[config.mk]
export PLATFORM = sky130hd
export DESIGN_NAME = process_scheduler
export DESIGN_NICKNAME = d
export VERILOG_FILES = /design/src/rtl/process_scheduler.sv
export SDC_FILE = /design/constraint.sdc
export NUM_CORES = 1
export LEC_CHECK = 0
export BUFFER_PORTS_ARGS = -buffer_cell sky130_fd_sc_hd__buf_4
export CORE_MARGIN = 1.5
export CORE_UTILIZATION = 33
export DETAILED_ROUTE_END_ITERATION = 12
export PLACE_DENSITY_LB_ADDON = 0.2
export SETUP_SLACK_MARGIN = 0.05
export SYNTH_ARGS = -nofsm -noshare
export SYNTH_HDL_FRONTEND = slang
export SYNTH_SLANG_ARGS = --single-unit
[constraint.sdc]
create_clock -name clk -period 3.8 [get_ports clk]
set_clock_uncertainty 0.05 [all_clocks]
set_input_delay 0.19 -clock clk [delete_from_list [all_inputs] [get_ports clk]]
set_output_delay 0.19 -clock clk [all_outputs]
set_load 0.005 [all_outputs]
[src/rtl/process_scheduler.sv]
// Round-robin preemptive context-switch controller for NPROC process slots.
// Optional build macro SCHED_SWITCH_COUNT_EN adds a saturating dispatch counter output.
module process_scheduler #(
  parameter int NPROC     = 4,
  parameter int ADDR_W    = 32,
  parameter int QUANTUM_W = 16,
  localparam int ID_W     = $clog2(NPROC)
) (
  input  logic                 clk,
  input  logic                 rst_n,
  input  logic                 enable,
  input  logic [QUANTUM_W-1:0] quantum,
  input  logic                 retire,
  input  logic [ADDR_W-1:0]    cur_pc,
  input  logic                 proc_end,
  input  logic                 load_valid,
  input  logic [ID_W-1:0]      load_id,
  input  logic [ADDR_W-1:0]    load_pc,
  output logic                 switch_req,
  output logic [ADDR_W-1:0]    new_pc,
  output logic [ID_W-1:0]      cur_id,
  output logic                 running,
  output logic                 all_done,
  output logic [NPROC-1:0]     ready_mask
`ifdef SCHED_SWITCH_COUNT_EN
  ,
  output logic [15:0]          switch_count
`endif
);

  localparam logic [2:0] ST_IDLE     = 3'd0;
  localparam logic [2:0] ST_SELECT   = 3'd1;
  localparam logic [2:0] ST_DISPATCH = 3'd2;
  localparam logic [2:0] ST_RUN      = 3'd3;
  localparam logic [2:0] ST_SAVE     = 3'd4;
  localparam logic [2:0] ST_DONE     = 3'd5;

  logic [2:0]           state;
  logic [2:0]           next_state;
  logic [ADDR_W-1:0]    pc_table [NPROC];
  logic [QUANTUM_W-1:0] count;
  logic                 save_to_idle;
  logic [ID_W-1:0]      sel;
  logic                 found;
  logic                 expire;
  logic                 load_accept;
  logic [NPROC-1:0]     mask_next;

  // Rotating search starting just after cur_id; offset NPROC wraps back to cur_id itself.
  always_comb begin
    sel   = '0;
    found = 1'b0;
    for (int i = 1; i <= NPROC; i++) begin
      if (!found && ready_mask[cur_id + ID_W'(i)]) begin
        found = 1'b1;
        sel   = cur_id + ID_W'(i);
      end
    end
  end

  assign expire      = (quantum != '0) && retire && ((count + QUANTUM_W'(1)) == quantum);
  assign load_accept = load_valid &&
                       !((load_id == cur_id) && ((state == ST_RUN) || (state == ST_SAVE)));
  assign running     = (state == ST_RUN);
  assign all_done    = (state == ST_DONE);

  always_comb begin
    mask_next = ready_mask;
    if ((state == ST_RUN) && proc_end) mask_next[cur_id] = 1'b0;
    if (load_accept) mask_next[load_id] = 1'b1;
  end

  always_comb begin
    next_state = state;
    case (state)
      ST_IDLE:     if (enable && (ready_mask != '0)) next_state = ST_SELECT;
      ST_SELECT:   next_state = found ? ST_DISPATCH : ST_DONE;
      ST_DISPATCH: next_state = ST_RUN;
      ST_RUN: begin
        if (proc_end)     next_state = ST_SELECT;
        else if (!enable) next_state = ST_SAVE;
        else if (expire)  next_state = ST_SAVE;
      end
      ST_SAVE:     next_state = save_to_idle ? ST_IDLE : ST_SELECT;
      ST_DONE:     if (load_valid) next_state = enable ? ST_SELECT : ST_IDLE;
      default:     next_state = ST_IDLE;
    endcase
  end

  // Dispatch outputs are registered on entry so they are visible throughout the DISPATCH cycle.
  always_ff @(posedge clk or negedge rst_n) begin
    if (!rst_n) begin
      state        <= ST_IDLE;
      ready_mask   <= '0;
      for (int i = 0; i < NPROC; i++) pc_table[i] <= '0;
      cur_id       <= ID_W'(NPROC - 1);
      count        <= '0;
      switch_req   <= 1'b0;
      new_pc       <= '0;
      save_to_idle <= 1'b0;
    end else begin
      state      <= next_state;
      ready_mask <= mask_next;
      switch_req <= 1'b0;
      if (load_accept) pc_table[load_id] <= load_pc;
      if (state == ST_SAVE) pc_table[cur_id] <= cur_pc;
      case (state)
        ST_SELECT: begin
          if (found) begin
            switch_req <= 1'b1;
            new_pc     <= pc_table[sel];
            cur_id     <= sel;
            count      <= '0;
          end
        end
        ST_RUN: begin
          if (retire) count <= count + QUANTUM_W'(1);
          if (!proc_end) save_to_idle <= !enable;
        end
        default: ;
      endcase
    end
  end

`ifdef SCHED_SWITCH_COUNT_EN
  always_ff @(posedge clk or negedge rst_n) begin
    if (!rst_n) begin
      switch_count <= '0;
    end else if (load_valid && (state == ST_DONE)) begin
      switch_count <= '0;
    end else if ((state == ST_SELECT) && found && (switch_count != 16'hFFFF)) begin
      switch_count <= switch_count + 16'd1;
    end
  end
`endif

endmodule

* Yosys cells after proc, flatten, opt, wreduce, memory -nomap -nowiden *
Cells that the tools add are included.
W data, S select, Z words.

word-level totals
  word-level logic and storage cells = 120
  bits in registers = 187
  output and inout port bits = 41
  input bits = 88

cells by class
  multiplexer cells = 47
  equality and inequality tests = 12
  reductions and logical operators = 27
  bitwise gates (word level) = 7
  add/subtract/negate cells = 4
  $lt $le $gt $ge = 12

operators with widths
  cell                     number
  $bwmux W128              2
  $mux W128                2
  $demux W32 S2            2
  $mux W32                 4
  $bmux W32 S2             1
  $mux W16                 2
  $pmux W16 S2             1
  $mux W3                  6
  $pmux W3 S6              1
  $add A16 B1 Y16 const B  1
  $eq A16 B16 Y1           1
  $reduce_bool A16 Y1      1
  $lt A2 B3 Y1 const B     5
  $mux W1                  14
  $logic_and A1 B1 Y1      13
  $ge A3 B3 Y1 const B     3
  $not A2 Y3               3
  $bmux W1 S2              4
  $mux W2                  4
  $mux W4                  2
  $ne A2 B2 Y1 const B     4
  $eq A3 B2 Y1 const B     2
  $eq A3 B3 Y1 const B     2
  $lt A3 B1 Y1 const B     2
  other kinds (18)         27

* Longest topological paths before layout *
  depth in word-level cells = 17
  gate-level depth with buffers = 12
  gate-level depth less buffers = 8

* Least setup slack after synthesis *
OpenSTA, ideal clock, no wires.

  path kind = register to register
  from = register cur_id[0]
  to = register new_pc[10]
  period minus slack after synthesis = 2.886 ns
  setup slack = 0.914 ns
  arrival time = 2.751 ns
  setup time = 0.086 ns
  data required time = 3.664 ns
  path buffers = 4
  cell stages (with the launch flop) = 12
  cell sequence = dfstp_2 buf_6 inv_1 ha_1 buf_4 a221oi_2 a31oi_1 or4_4 or2_1 buf_6 buf_12 o221ai_2

between the ends
  cells in the longest elaborated chain, start to end = 17
  elaborated cells between the ends (all ways) = 30
  those cells by class = 3 x add/sub; 19 x mux; 1 x bitwise; 7 x reduce/logical

ends and longest elaborated chain
  element                                       line    RTL
  from (decl)                                   21      output logic [ID_W-1:0] cur_id,
  from (signal assigned)                        96      cur_id <= ID_W'(NPROC - 1);
  from (signal assigned)                        112     cur_id <= sel;
  $add A2 B1 Y2                                 54, 56
  $bmux W1 S2                                   54      if (!found && ready_mask[cur_id + ID_W'(i)]) begin
  $mux W1 (not written as such)                 54
  $mux W1                                       54
  $logic_not A1 Y1                              54
  $logic_and A1 B1 Y1                           54
  $mux W1                                       54
  $logic_not A1 Y1                              54
  $logic_and A1 B1 Y1                           54
  $mux W1                                       54
  $logic_not A1 Y1                              54
  $logic_and A1 B1 Y1                           54
  $mux W2                                       54
  $not A2 Y3 (not written as such)              111     new_pc <= pc_table[sel];
  $bmux W32 S2                                  111
  $mux W32 (not written as such) (2 in series)  111
  to (signal assigned)                          111
  to (decl)                                     20      output logic [ADDR_W-1:0] new_pc,

Parallel ways exist; a longest one is shown, timed or not. The select of a mux whose other input is x is not followed.
A chain may end at the register's enable or synchronous reset.

* Worst setup path after layout *
  from = register state[1]
  to = register pc_table[3] in the netlist's numbering

between the ends
  cells in the longest elaborated chain, start to end = 8
  elaborated cells between the ends (all ways) = 9
  those cells by class = 2 x eq/ne; 3 x mux; 4 x reduce/logical

ends and longest elaborated chain
  element                                              line     RTL
  from (decl)                                          38       logic [2:0] state;
  from (signal assigned)                               102      state <= next_state;
  $eq A3 B2 Y1 / $eq A3 B3 Y1 (equally long branches)  63, 106
  $logic_or A1 B1 Y1                                   63       !((load_id == cur_id) && ((state == ST_RUN) || (state == ST_SAVE)));
  $logic_and A1 B1 Y1                                  63
  $logic_not A1 Y1                                     63
  $logic_and A1 B1 Y1                                  62       assign load_accept = load_valid &&
  $mux W128                                            105      if (load_accept) pc_table[load_id] <= load_pc;
  $bwmux W128                                          106      if (state == ST_SAVE) pc_table[cur_id] <= cur_pc;
  $mux W128 (*)                                        106
  to (signal, indexed assignment)                      105
  to (signal, indexed assignment)                      106
  to (decl)                                            40       logic [ADDR_W-1:0] pc_table [NPROC];

Mark *: on every way between the ends. The rest lies on a longest branch, timed or not.

==> reports/qor.yml <==
grt_util_met3_pct: 2.98
cp_max_fo: 15
grt_pass1_vias: 8182
cts.sinks: 187
swShare_pct: 39.2
dp_worst_setup_slack_ps: 602
r2r_end: "pc_table[3]"
use_met2_pct: 30.0
rr_worst_depth: 9
slew_violations: 0
irDropWorstVdd_mv: 0.651
maxSlewHeadroom_pct: 29.0
use_met1_pct: 26.1
synth.mux.area_fraction_pct: 19.6
root_buffer: "clkbuf_16"
firstDrtPassIters: 5
ys_async_sr_fraction_pct: 100
die-height_um: 181
setup_ws_ps: 495
crit_top_cell: "o21ai_1"
finalNetCount: 1238
grt_pass1_wl_mm: 47.6
hpwl_mm: 18.8
antenna_found_initial: 0
setup_viol: 0
whs_ps: 15.2
hold_viol: 0
criticalPathCategory: "reg2reg"
synth_warnings: 0
cts_hold_buf: 44
top_level_ports: 129
post_synth.cell_area_avg_um2: 10.4
seqCellArea_um2: 4680
synthXorXnorAreaFrac_pct: 1.42
core_area_um2: 31400
portBuffers: 128
synth_compound_area_share_pct: 16.0
cts_made_buffers: 17
p_clk_share_pct: 19.6
crit_required_ps: 4070
path_buf_inv: 3
fillers: 3080
power_mw: 9.87
hp-start: "load_pc[29]"
area_growth_pct: 21.4
dieArea_um2: 32900
avgViaCountPerCell: 5.12
leakagePower_nw: 5.42
synth_top_family_by_area: "multiplexers"
syn_nets: 1104
placed_cell_area_um2: 11700
seqPwrFrac_pct: 36.5
wl_per_cell_um: 19.0
rr_startpoint: "state[1]"
place_inst: 1484
h-tree-depth: 4
worst_pin_slew_ps: 1060
multiInputGateArea_um2: 5210
place_congestion: 0.812
max-cap-violations: 0
final_util_pct: 40.6
final_common_cell: "mux2i_1"
hp-class: "in2reg"
ys_types: 68
grt_busiest_layer: "met2"
yosys_most_used_dff: "dfrtp_1"
p_per_area_nw_per_um2: 775
start_kind: "flip-flop"
initialDrtViolationCount: 448
antennaDiodeCount: 0
clkLatencyLatePin_ps: 430
ys_ff_latch: 187
crit_family: "buffers and inverters"
ant_nets: 0
fin_crit_sh_pct: 87.0
layoutNonFillerInstCount: 1560
vias: 7985
synth_fa_ha_area_share_pct: 0.597
p_sw_mw: 3.87
tritoncts: "done"
r2r_setup_slack_ps: 490
cp_data_arrival_time_ps: 3570
drc_errors: 0
cts_resized: 0
synthSimpleGateAreaFrac_pct: 11.7
slowest_stage: "o2111ai_4"
synth_cells: 1011
track_usage_pct: 18.6
die_x_um: 181
grt_max_degree: 101
grt_setup_unrepaired: "no"
power_frac_comb_pct: 43.9
final_area_um2: 12700
final_cell_mix: "mux2i_1 (196), dfrtp_1 (185), nand2_1 (181)"
postCtsSetupRepairBufs: 0
power.internal_mw: 6.00
initial_core_util_pct: 33.4
whs_path_depth: 3
whs_endpoint: "pc_table[29]"
status: "finished clean"
syn_area_um2: 10500
final.min_clock_period_ps: 3310
yosysSeqAreaShare_pct: 44.7
wirelength_mm: 29.6
fin_setup_tns_ps: 0
clockBufferDepth: 2
timing.fmax_mhz: 303
fp-row-count: 65
grt.overflow.total: 0
slowest_delay_ps: 620
end_kind: "flip-flop"
synth_edf_count: 0
crit_chain: "nor2b_4, nand2_2, inv_2, o21ai_1, o2111ai_4, buf_12, mux2i_1, o21ai_1, dlygate4sd3_1"
clkTransAtPathRegs_ps: 80
layout-drive-gt1-share_pct: 20.5
worst min-delay path: cells and delay by family:
kind | cells | cell delay [ps]
compound gates | 1 | 100
buf+inv | 1 | 100
mux | 1 | 60
kinds of logic (layout without fill, tap and decap cells):
logic type,Yosys count,in the layout
AOI/OAI and AO/OA,241,241
muxes,201,201
adders and majority gates,5,5
DFF,187,187
and+or+nand+nor,271,271
xor gates and xnor gates,17,17
buffers and inverters,89,236
cell type report:
type                            count  share of cell area, %
Clock buffer                       18                   3.45
Clock inverter                     14                   1.57
Inverter                           12                  0.354
Multi-Input combinational cell    735                   40.9
Sequential cell                   187                   36.8
Tap cell                          402                   3.95
Timing Repair Buffer              192                   13.0
state kept, by name, indices dropped and copies added (netlist names):
signal and cells:
pc_table 128, new_pc 32, count 16, ready_mask 4, state 3, cur_id 2
save_to_idle 1, switch_req 1
power groups by stage:
stage	logic, mW	clock network, mW	registers [mW]
floorplan	3.52	0	3.37
global placement	4.21	0	3.64
detailed placement	4.34	0	3.62
CTS	4.40	1.99	3.60
global route	4.78	2.06	3.73
finish	4.33	1.94	3.60
how the worst max path moves through the flow:
stage	cells after the start	endpoint	from	slack, ps
4_1_cts	9	pc_table[3]	state[1]	500
5_1_grt	9	pc_table[3]	state[1]	310
3_3_place_gp	8	new_pc[8]	cur_id[0]	650
6_report	9	pc_table[3]	state[1]	490
2_1_floorplan	11	new_pc[10]	cur_id[0]	910
3_5_place_dp	8	new_pc[18]	cur_id[0]	600
synthesized netlist by cell type (4+ instances only):
| cell | number | area share [%] |
|---|---|---|
| a21o_1 | 5 | 0.36 |
| a21oi_1 | 15 | 0.72 |
| a22o_1 | 4 | 0.33 |
| and2_1 | 5 | 0.30 |
| buf_2 | 12 | 0.57 |
| buf_4 | 6 | 0.43 |
| buf_6 | 12 | 1.3 |
| buf_8 | 5 | 0.72 |
| clkbuf_1 | 30 | 1.1 |
| clkbuf_8 | 6 | 0.79 |
| dfrtp_1 | 185 | 44 |
| ha_1 | 5 | 0.60 |
| inv_1 | 10 | 0.36 |
| mux2i_1 | 196 | 19 |
| nand2_1 | 181 | 6.5 |
| nand3_1 | 14 | 0.67 |
| nand4_1 | 7 | 0.42 |
| nor2_1 | 20 | 0.72 |
| nor3_1 | 8 | 0.38 |
| nor4_1 | 7 | 0.42 |
| o21ai_0 | 69 | 3.3 |
| o21ai_1 | 90 | 4.3 |
| o221ai_2 | 30 | 4.3 |
| o31ai_1 | 5 | 0.36 |
| xnor2_1 | 7 | 0.58 |
| xor2_1 | 10 | 0.84 |
metal layers:
| layer | part of all wire, % | routed length [µm] |
|---|---|---|
| met4 | 1.2 | 347 |
| met1 | 49 | 14500 |
| met5 | 0 | 0 |
| met3 | 3.8 | 1140 |
| met2 | 46 | 13600 |
(Power assumes the default switching activity.)
